## config.mk

```make
export PLATFORM = sky130hd
export DESIGN_NAME = lavadora_sched
export DESIGN_NICKNAME = d
export VERILOG_FILES = /design/src/rtl/lavadora_sched.sv
export SDC_FILE = /design/constraint.sdc
export NUM_CORES = 1
export LEC_CHECK = 0
export CAP_MARGIN = 20
export CELL_PAD_IN_SITES_DETAIL_PLACEMENT = 0
export CELL_PAD_IN_SITES_GLOBAL_PLACEMENT = 1
export CORE_MARGIN = 10
export CORE_UTILIZATION = 40
export DETAILED_ROUTE_END_ITERATION = 7
export MAX_ROUTING_LAYER = met4
export PLACE_DENSITY_LB_ADDON = 0.25
export SLEW_MARGIN = 20
export SYNTH_ARGS = -nofsm -noshare
export SYNTH_HDL_FRONTEND = slang
export SYNTH_SLANG_ARGS = --single-unit
```

## constraint.sdc

```tcl
create_clock -name clk -period 3 [get_ports clk]
set_input_delay 0.6 -clock clk [delete_from_list [all_inputs] [get_ports clk]]
set_output_delay 0.6 -clock clk [all_outputs]
set_load 0.02 [all_outputs]
```

## src/rtl/lavadora_sched.sv

```systemverilog
// Round-robin scheduler that shares one wash unit among N_REQ paid stations,
// timing wash / heavy / wash+dry programs and reporting completion per station.
module lavadora_sched #(
  parameter int N_REQ    = 4,
  parameter int T_LAVADO = 8,
  parameter int T_PESADO = 12,
  parameter int T_SECADO = 6
) (
  input  logic                     clk,
  input  logic                     rst,
  input  logic [N_REQ-1:0]         REQ,
  input  logic [2*N_REQ-1:0]       PROG,
  input  logic                     CANCEL,
  output logic [N_REQ-1:0]         GNT,
  output logic                     LAVADO,
  output logic                     LAVADO_PESADO,
  output logic                     SECADO,
  output logic                     BUSY,
  output logic                     DONE,
  output logic                     ABORTED,
  output logic [$clog2(N_REQ)-1:0] DONE_ID
);

  localparam int IW    = $clog2(N_REQ);
  localparam int T_MAX = (T_LAVADO > T_PESADO)
                         ? ((T_LAVADO > T_SECADO) ? T_LAVADO : T_SECADO)
                         : ((T_PESADO > T_SECADO) ? T_PESADO : T_SECADO);
  localparam int CW    = (T_MAX > 1) ? $clog2(T_MAX) : 1;

  localparam logic [1:0] PROG_NONE     = 2'b00;
  localparam logic [1:0] PROG_HEAVY    = 2'b10;
  localparam logic [1:0] PROG_WASH_DRY = 2'b11;

  localparam logic [CW-1:0] LD_LAVADO = CW'(T_LAVADO - 1);
  localparam logic [CW-1:0] LD_PESADO = CW'(T_PESADO - 1);
  localparam logic [CW-1:0] LD_SECADO = CW'(T_SECADO - 1);

  typedef enum logic [1:0] {
    S_IDLE = 2'd0,
    S_RUN  = 2'd1,
    S_FIN  = 2'd2
  } state_t;

  state_t          r_state;
  logic [IW-1:0]   r_ptr;
  logic [IW-1:0]   r_served;
  logic [1:0]      r_prog;
  logic [CW-1:0]   r_cnt;
  logic [N_REQ-1:0] r_gnt;
  logic            r_lavado;
  logic            r_pesado;
  logic            r_secado;
  logic            r_busy;
  logic            r_done;
  logic            r_aborted;
  logic [IW-1:0]   r_done_id;

  logic [1:0]       w_prog [N_REQ];
  logic [N_REQ-1:0] w_valid;
  logic             w_found;
  logic [IW-1:0]    w_sel;
  logic [1:0]       w_sel_prog;
  logic [IW:0]      w_sum;
  logic [N_REQ-1:0] w_onehot;
  logic             w_to_dry;
  logic             w_finish;
  logic [IW-1:0]    w_ptr_next;

  always_comb begin
    for (int i = 0; i < N_REQ; i++) begin
      w_prog[i]  = PROG[2*i +: 2];
      w_valid[i] = REQ[i] && (PROG[2*i +: 2] != PROG_NONE);
    end
  end

  // Search from r_ptr upward with wraparound; the first valid station wins.
  always_comb begin
    // NOTE: every signal written here gets a default first, so no latch is inferred.
    w_found    = 1'b0;
    w_sel      = '0;
    w_sel_prog = PROG_NONE;
    w_sum      = '0;
    for (int off = 0; off < N_REQ; off++) begin
      w_sum = {1'b0, r_ptr} + (IW+1)'(off);
      if (w_sum >= (IW+1)'(N_REQ)) begin
        w_sum = w_sum - (IW+1)'(N_REQ);
      end
      if (!w_found && w_valid[w_sum[IW-1:0]]) begin
        w_found    = 1'b1;
        w_sel      = w_sum[IW-1:0];
        w_sel_prog = w_prog[w_sum[IW-1:0]];
      end
    end
  end

  assign w_onehot   = {{(N_REQ-1){1'b0}}, 1'b1} << w_sel;
  assign w_ptr_next = (r_served == IW'(N_REQ - 1)) ? '0 : r_served + 1'b1;

  // Cancel outranks the wash-to-dry hand-off at the same edge.
  assign w_to_dry = (r_prog == PROG_WASH_DRY) && r_lavado && (r_cnt == '0);
  assign w_finish = (r_state == S_RUN) && (CANCEL || ((r_cnt == '0) && !w_to_dry));

  always_ff @(posedge clk) begin
    // NOTE: sequential state uses <= so every register sees pre-edge values.
    if (rst) begin
      r_state   <= S_IDLE;
      r_ptr     <= '0;
      r_served  <= '0;
      r_prog    <= PROG_NONE;
      r_cnt     <= '0;
      r_gnt     <= '0;
      r_lavado  <= 1'b0;
      r_pesado  <= 1'b0;
      r_secado  <= 1'b0;
      r_busy    <= 1'b0;
      r_done    <= 1'b0;
      r_aborted <= 1'b0;
      r_done_id <= '0;
    end else begin
      unique case (r_state)
        S_IDLE: begin
          if (w_found) begin
            r_state  <= S_RUN;
            r_busy   <= 1'b1;
            r_gnt    <= w_onehot;
            r_served <= w_sel;
            r_prog   <= w_sel_prog;
            if (w_sel_prog == PROG_HEAVY) begin
              r_pesado <= 1'b1;
              r_cnt    <= LD_PESADO;
            end else begin
              r_lavado <= 1'b1;
              r_cnt    <= LD_LAVADO;
            end
          end
        end

        S_RUN: begin
          if (w_finish) begin
            r_state   <= S_FIN;
            r_gnt     <= '0;
            r_lavado  <= 1'b0;
            r_pesado  <= 1'b0;
            r_secado  <= 1'b0;
            r_done    <= 1'b1;
            r_aborted <= CANCEL;
            r_done_id <= r_served;
          end else if (w_to_dry) begin
            r_lavado <= 1'b0;
            r_secado <= 1'b1;
            r_cnt    <= LD_SECADO;
          end else begin
            r_cnt <= r_cnt - 1'b1;
          end
        end

        S_FIN: begin
          r_state   <= S_IDLE;
          r_busy    <= 1'b0;
          r_done    <= 1'b0;
          r_aborted <= 1'b0;
          r_done_id <= '0;
          r_ptr     <= w_ptr_next;
        end

        default: r_state <= S_IDLE;
      endcase
    end
  end

  assign GNT           = r_gnt;
  assign LAVADO        = r_lavado;
  assign LAVADO_PESADO = r_pesado;
  assign SECADO        = r_secado;
  assign BUSY          = r_busy;
  assign DONE          = r_done;
  assign ABORTED       = r_aborted;
  assign DONE_ID       = r_done_id;

endmodule

```

Word-level counts from Yosys, hierarchy flattened
Cells that the tools add are included.
{"block": "word_totals", "output_inout_bits": 12, "in_bits": 15, "ff_bits": 24}
{"block": "op_classes", "n_shift": 1, "n_lt_le_gt_ge": 12, "reduce_logical": 35, "n_eq_ne": 11, "muxes": 67, "n_bitwise": 4, "n_addsub": 9}
{"cell": "$mux 2", "n": 24}
{"cell": "$mux 4", "n": 6}
{"cell": "$ge 3x3->1 const B", "n": 7}
{"cell": "$mux 1", "n": 20}
{"cell": "$bmux 2 s2", "n": 4}
{"cell": "$pmux 4 s2", "n": 2}
{"cell": "$reduce_bool 2->1", "n": 8}
{"cell": "$lt 2x3->1 const B", "n": 4}
{"cell": "$not 2->3", "n": 4}
{"cell": "$logic_and 1x1->1", "n": 11}
{"cell": "$ne 2x2->1 const B", "n": 5}
{"cell": "$pmux 1 s2", "n": 5}
{"cell": "$reduce_and 2->1", "n": 5}
{"cell": "$bmux 1 s2", "n": 4}
{"cell": "$eq 2x2->1 const B", "n": 4}
{"cell": "$pmux 2 s2", "n": 2}
{"cell": "$reduce_and 4->1", "n": 2}
{"cell": "$sub 2x1->2 const B", "n": 4}
{"cell": "$add 2x2->3 const B", "n": 2}
{"cell": "$reduce_and 3->1", "n": 2}
{"cell": "$logic_not 1->1", "n": 4}
{"cell": "$logic_not 4->1", "n": 1}
{"cell": "$shl 1x2->4 const A", "n": 1}
{"cell": "$sub 4x1->4 const B", "n": 1}
{"cell": "other kinds (7)", "n": 7}

Logic depth before layout (Yosys ltp)
Gate-level depths: netlist of run 1.
{"block": "depth", "depth_word": 18, "mapped_depth": 8}

Worst setup path after synthesis of run 1
Ideal clock, no wire load.
{"block": "synth_path", "kind": "input to register", "startpoint": "input port PROG[0]", "endpoint": "register r_pesado, in the netlist LAVADO_PESADO", "arrival_time_ns": 1.868, "cell_stages": 6, "setup_time_ns": 0.117, "path_slack_ns": 1.015, "required_ns": 2.883, "cell_sequence": "o21a_4 or3_1 a211oi_2 o221a_2 nor3_1 a22o_1"}
{"block": "synth_via", "elab_chain_len": 17}
{"item": "from (decl)", "line": "12", "rtl": "input logic [2*N_REQ-1:0] PROG,"}
{"item": "$reduce_bool 2->1", "line": "72", "rtl": "w_valid[i] = REQ[i] && (PROG[2*i +: 2] != PROG_NONE);"}
{"item": "$logic_and 1x1->1", "line": "72"}
{"item": "$bmux 1 s2", "line": "88", "rtl": "if (!w_found && w_valid[w_sum[IW-1:0]]) begin"}
{"item": "$mux 1 (implied by the code)", "line": "88"}
{"item": "$mux 1", "line": "88"}
{"item": "$logic_not 1->1", "line": "88"}
{"item": "$logic_and 1x1->1", "line": "88"}
{"item": "$mux 1", "line": "88"}
{"item": "$logic_not 1->1", "line": "88"}
{"item": "$logic_and 1x1->1", "line": "88"}
{"item": "$mux 1", "line": "88"}
{"item": "$logic_not 1->1", "line": "88"}
{"item": "$logic_and 1x1->1", "line": "88"}
{"item": "$mux 2", "line": "88"}
{"item": "$eq 2x2->1", "line": "128", "rtl": "if (w_sel_prog == PROG_HEAVY) begin"}
{"item": "$ne 2x2->1 (no source line)"}
{"item": "$reduce_and 4->1 (no source line) *"}
{"item": "to (signal assigned)", "line": "113", "rtl": "r_pesado <= 1'b0;"}
{"item": "to (signal assigned)", "line": "129", "rtl": "r_pesado <= 1'b1;"}
{"item": "to (signal assigned)", "line": "143", "rtl": "r_pesado <= 1'b0;"}
{"item": "to (decl)", "line": "51", "rtl": "logic r_pesado;"}
Every way passes the cells marked *; elsewhere a longest branch is shown, timed or not. The select of a mux whose other input is x is not followed.
A chain may end at the register's enable or synchronous reset.

Worst setup path in the final report of run 1
Same ends and word-level chain as after synthesis.

==> impl_metrics.ini, run 1 <==
[sta]
hold_viol = 0
final-setup-viol-count = 0
rsz0062_at_grt = no
finalSetupTns_ns = 0
max-slew-margin-rel_pct = 53.6
holdWs_ns = 0.458
fin_ws_ns = 0.586
slew_viol_final = 0
finClkSkew_ns = 0.00530
period_minus_slack_ns = 2.41
fmax_mhz = 414
worstMarginPinSlew_ns = 0.695
finalCritPeriodShare_pct = 80.5

[final_layout]
design_area_sq_um = 2000
post-route-util_pct = 50.0
fin_nets = 245
antennaDiodeCount = 0
area_growth_pct = 21.4
drive_above_1_share_pct = 11.9
finalNonFillerCells = 277

[hold_path]
hold-path-endpoint = DONE$_SDFFE_PP0P_
min_from = DONE$_SDFFE_PP0P_
holdPathStages = 2
min_path_type = reg2reg

[critical_path]
rrSetupSlack_ns = 0.83
r2r_end = r_prog[1]$_SDFFE_PP0P_
r2r_start = r_ptr[0]$_SDFFE_PP0P_
path_class = in2reg
path_max_fanout = 7
crit_required_ns = 3.17
crit_arrival_ns = 2.58
endpoint_kind = register
rr_worst_depth = 5
start_kind = input port

[grt]
grt_max_degree = 21
antenna_found_initial = 0
grt_pass1_vias = 1495
grt_usage_pct = 12.8
grt_pass1_wl_um = 7600
grt_overflow = 0

[clocking]
clock_sinks = 24
hold_buffers = 0
clk_path_buf_depth = 2
cts_max_level = 1
cts_buffers = 3
cts_setup_buffers = 0
insertion_delay_ns = 0.26
cts_tree = done
cts-root-buf = clkbuf_8
path_clk_slew_ns = 0.09
cts_resized = 0

[synthesis]
synth_flop_cell = dfxtp_1
synth_cell_types = 57
synth_area_sq_um = 1650
syn_inst = 203
synth_common_cells = nor2_1 (25), dfxtp_1 (24), nand2_1 (18)
async_flop_share_pct = 0
syn-num-nets = 220
ys_seq_elements = 24
synth.area.top_cells = dfxtp_1 (29%), nor2_1 (5.7%), a21oi_1 (4.3%)
synth_seq_area_share_pct = 29.2
syn_avg_cell_area_sq_um = 8.11
yosys_warnings = 0
synth_top_cell_area_share_pct = 29.2
synth_most_common_cell = nor2_1
yosysTopAreaCell = dfxtp_1
synth_edf_count = 0

[drt]
vias = 1627
via_per_inst = 5.87
drc = 0
ant_nets = 0
drtIter0Drc = 175
dr.pass1.iters = 4
routed_wirelength_um = 4470
wl_per_cell_um = 16.1

[place]
gp_congestion = 0.931
placed_cells = 273
hpwlAfterDp_um = 3540
dp_slack_ns = 0.317
dpl_cell_area_sq_um = 1930
portBuffers = 26

[power]
total_leakage_power_nw = 0.720
p_total_mw = 1.01
irDropWorstVdd_v = 0.000265
power.density_nw_per_um2 = 508

[floorplan]
start_util_pct = 41.1
coreArea_sq_um = 4000
die-height_um = 84.1
rows = 23
ios = 27
dieArea_sq_um = 7080
die_w_um = 84.1

[run]
max-cap-violations = 0

[status]
status = complete, no violations
-- cell usage in the layout, fill, tap and decap left out, types with 4 or more instances in the layout --
| master | count |
|---|---|
| clkdlybuf4s50_1 | 26 |
| nor2_1 | 25 |
| dfxtp_1 | 24 |
| nand2_1 | 18 |
| a21oi_1 | 14 |
| o21ai_0 | 8 |
| nor3_1 | 8 |
| inv_1 | 7 |
| nand3_1 | 7 |
| or3_1 | 5 |
| nand4_1 | 5 |
| buf_4 | 5 |
| nor3b_1 | 4 |
| a22oi_1 | 4 |
| mux2i_1 | 4 |
-- worst max-delay path by stage --
stage / to / cells after the start / startpoint
floorplan: LAVADO_PESADO$_SDFFE_PP0P_ / 6 / PROG[0]
global placement: LAVADO_PESADO$_SDFFE_PP0P_ / 7 / PROG[1]
detailed placement: LAVADO_PESADO$_SDFFE_PP0P_ / 7 / PROG[1]
CTS: LAVADO_PESADO$_SDFFE_PP0P_ / 7 / PROG[1]
global route: LAVADO_PESADO$_SDFFE_PP0P_ / 7 / PROG[5]
finish: LAVADO_PESADO$_SDFFE_PP0P_ / 7 / PROG[0]
-- metal layers --
| layer | part of all wire (%) | global-route usage (%) |
|---|---|---|
| met3 | 2.9 | 2.42 |
| met2 | 47 | 19.8 |
| met4 | 0 | 1.37 |
| met1 | 50 | 17.3 |
| met5 | 0 | - |
-- power breakdown --
| group | internal, mW | total, mW | leakage (nW) | switching, mW |
|---|---|---|---|---|
| logic | 0.150 | 0.334 | 0.487 | 0.184 |
| clock network | 0.178 | 0.281 | 0.0357 | 0.103 |
| registers | 0.358 | 0.400 | 0.197 | 0.0421 |
| total | 0.686 | 1.01 | 0.720 | 0.328 |
-- registers in the layout, summed over array words and instances (netlist names) --
| register | flops |
|---|---|
| SECADO | 1 |
| r_served | 2 |
| r_cnt | 4 |
| DONE_ID | 2 |
| LAVADO | 1 |
| DONE | 1 |
| BUSY | 1 |
| r_prog | 2 |
| r_ptr | 2 |
| r_state | 2 |
| ABORTED | 1 |
| LAVADO_PESADO | 1 |
| GNT | 4 |
-- worst max-delay path, stage by stage --
cell	delay (ns)
clkdlybuf4s50_1	0.54
o21a_4	0.30
or3_1	0.36
a211oi_2	0.22
o221a_2	0.28
nor3_1	0.08
a22o_1	0.20
-- cell type report --
class / count / area, sq um
tap: 50 / 62.6
fill: 393 / 2000
clock inverter: 1 / 30.0
multi-input combinational: 161 / 1060
sequential: 24 / 480
clock buffer: 3 / 41.3
timing repair buffer: 31 / 298
inverter: 7 / 26.3
-- cell families (layout without fill, tap and decap cells) --
logic type	count (synthesis)	in the layout	synth area share, %
mux	8	8	6.54
compound gates	65	65	29.8
flops	24	24	29.2
buf+inv	18	42	6.39
fa+ha+maj	2	2	1.52
simple gates	86	86	26.5
(Power assumes the default switching activity.)
==> run 2, diff against run 1 <==
--- a/config.mk
+++ b/config.mk
@@ -9,7 +9,7 @@
 export CELL_PAD_IN_SITES_DETAIL_PLACEMENT = 0
 export CELL_PAD_IN_SITES_GLOBAL_PLACEMENT = 1
 export CORE_MARGIN = 10
-export CORE_UTILIZATION = 40
+export CORE_UTILIZATION = 35
 export DETAILED_ROUTE_END_ITERATION = 7
 export MAX_ROUTING_LAYER = met4
 export PLACE_DENSITY_LB_ADDON = 0.25
==> constraint.sdc (replaced) <==
create_clock -name clk -period 2.07 [get_ports clk]
set_input_delay 0.414 -clock clk [delete_from_list [all_inputs] [get_ports clk]]
set_output_delay 0.414 -clock clk [all_outputs]
set_load 0.02 [all_outputs]
==> run 2 against run 1 <==
  * Count of clock-buffer cells in the layout is the same
  * Design area grew 16%
  * Power grew 53%
  * Register-to-register slack lost 0.69 ns
  * Hold slack gained 0.0084 ns
  * Largest cell class unchanged
  * Highest routed layer is now met4
==> impl_metrics.ini, run 2 (synthesis gave the netlist of run 1 again) <==
[drt]
wl_per_cell_um = 15.2
routed_wirelength_um = 4760
via_per_inst = 5.55
dr.pass1.iters = 4
vias = 1738
drc = 0
drtIter0Drc = 126
ant_nets = 0

[floorplan]
die-height_um = 88.6
rows = 24
start_util_pct = 37.0
die_w_um = 88.6
coreArea_sq_um = 4440
ios = 27
dieArea_sq_um = 7840

[critical_path]
path_cells = buf_12, mux2_2, nor2_1, a211o_1, o211ai_4, nor4_2, a211oi_2
rr_worst_depth = 7
path_class = reg2reg
crit_arrival_ns = 2.08
path_buf_inv = 1
critPathMaxStageDelay_ns = 0.51
worst-path-stages = 7
critPathCapture = r_prog[0]$_SDFFE_PP0P_
crit_required_ns = 2.22
crit_family = flip-flops
rrSetupSlack_ns = 0.14
start_kind = register
r2r_end = r_prog[0]$_SDFFE_PP0P_
endpoint_kind = register
crit_path_start = r_ptr[0]$_SDFFE_PP0P_
slowest_stage = dfxtp_1
r2r_start = r_ptr[0]$_SDFFE_PP0P_
path_max_fanout = 27

[sta]
finalCritPeriodShare_pct = 93.3
period_minus_slack_ns = 1.93
slew_viol_final = 0
finalSetupTns_ns = 0
fin_ws_ns = 0.138
max-slew-margin-rel_pct = 63.6
finClkSkew_ns = 0.00258
rsz0062_at_grt = no
hold_viol = 0
worstMarginPinSlew_ns = 0.545
final-setup-viol-count = 0
fmax_mhz = 518

[run]
max-cap-violations = 0

[clocking]
cts_tree = done
cts-root-buf = clkbuf_8
clock_sinks = 24
path_clk_slew_ns = 0.09
cts_max_level = 1
clk_path_buf_depth = 2
cts_buffers = 3
insertion_delay_ns = 0.26
hold_buffers = 0

[final_layout]
fin_nets = 279
final_common_cell = buf_4
final_cell_mix = buf_4 (38), nor2_1 (25), dfxtp_1 (24)
finalNonFillerCells = 313
drive_above_1_share_pct = 25.7
area_growth_pct = 40.5
antennaDiodeCount = 0

[power]
p_total_mw = 1.55
total_leakage_power_nw = 0.968
power.density_nw_per_um2 = 672
irDropWorstVdd_v = 0.000529

[place]
portBuffers = 26
hpwlAfterDp_um = 3660
dp_slack_ns = -0.336
gp_congestion = 0.855
placed_cells = 308

[grt]
grt_overflow = 0
grt_max_degree = 28
grt_usage_pct = 12.6
grt_pass1_vias = 1575
grt_pass1_wl_um = 7860
antenna_found_initial = 0

[hold_path]
min_path_type = reg2reg
holdPathStages = 2

[status]
status = complete, no violations
[run 2: cell count changes in the layout (fill, tap and decap cells not counted), sizes merged]
cell,delta
dlygate4sd2,+5
clkdlybuf4s50,-12
dlymetal6s2s,+7
buf,+34
[run 2: power by group]
group | leakage [nW] | internal [mW] | switching (mW)
Clock | 0.0357 | 0.258 | 0.149
Sequential | 0.197 | 0.518 | 0.0501
Combinational | 0.735 | 0.281 | 0.297
[run 2: how the worst min path moves through the flow]
| stage | startpoint | endpoint | slack, ns |
|---|---|---|---|
| 2_1_floorplan | r_served[1]$_SDFFE_PP0P_ | DONE_ID[1]$_SDFFE_PP0P_ | 0.45 |
| 3_3_place_gp | DONE$_SDFFE_PP0P_ | DONE$_SDFFE_PP0P_ | 0.45 |
| 3_5_place_dp | DONE$_SDFFE_PP0P_ | DONE$_SDFFE_PP0P_ | 0.45 |
| 4_1_cts | DONE$_SDFFE_PP0P_ | DONE$_SDFFE_PP0P_ | 0.47 |
| 5_1_grt | DONE$_SDFFE_PP0P_ | DONE$_SDFFE_PP0P_ | 0.48 |
| 6_report | DONE$_SDFFE_PP0P_ | DONE$_SDFFE_PP0P_ | 0.47 |
[run 2: repair_timing]
| item | CTS | global route |
|---|---|---|
| pin swaps | 3 | 4 |
| gates resized for setup | 5 | 15 |
| buffers inserted | 0 | 1 |
| endpoints found under the setup margin | 2 | 8 |
| cloned | 0 | 0 |
[run 2: final cells by class]
| cell class | instances | area, sq um |
|---|---|---|
| fill | 430 | 2130 |
| tap | 52 | 65.1 |
| multi-input combinational | 161 | 1090 |
| clock buffer | 3 | 41.3 |
| inverter | 7 | 26.3 |
| timing repair buffer | 65 | 577 |
| clock inverter | 1 | 30.0 |
| sequential | 24 | 480 |
[run 2: tightest hold or removal path, delay by kind of cell, from the launching register on]
kind / cells / cell delay [ns]
compound gates: 1 / 0.06
flops: 1 / 0.32
simple gates: 1 / 0.05
[run 2: through the flow]
stage	cell area (sq um)	hold WS, ns	util [%]
after floorplan	1650	0.449	-
after global placement	2190	0.449	49.3
after detailed placement	2190	0.452	49.3
after CTS	2250	0.472	50.7
after global routing	2310	0.485	52.0
final	2310	0.466	52.0
[run 2: routing by layer]
metal	up-vias	routed length [um]	GRT usage (%)
met4	0	14	2.06
met5	-	0	-
met2	33	2020	17.4
met1	815	2480	18.0
met3	2	240	3.13
li1	888	-	-
==> run 3, diff against run 2 <==
--- a/config.mk
+++ b/config.mk
@@ -17,3 +17,4 @@
 export SYNTH_ARGS = -nofsm -noshare
 export SYNTH_HDL_FRONTEND = slang
 export SYNTH_SLANG_ARGS = --single-unit
+export TNS_END_PERCENT = 30
==> results of run 3 <==
Final layout, timing and power as in run 2 (identical DEF).
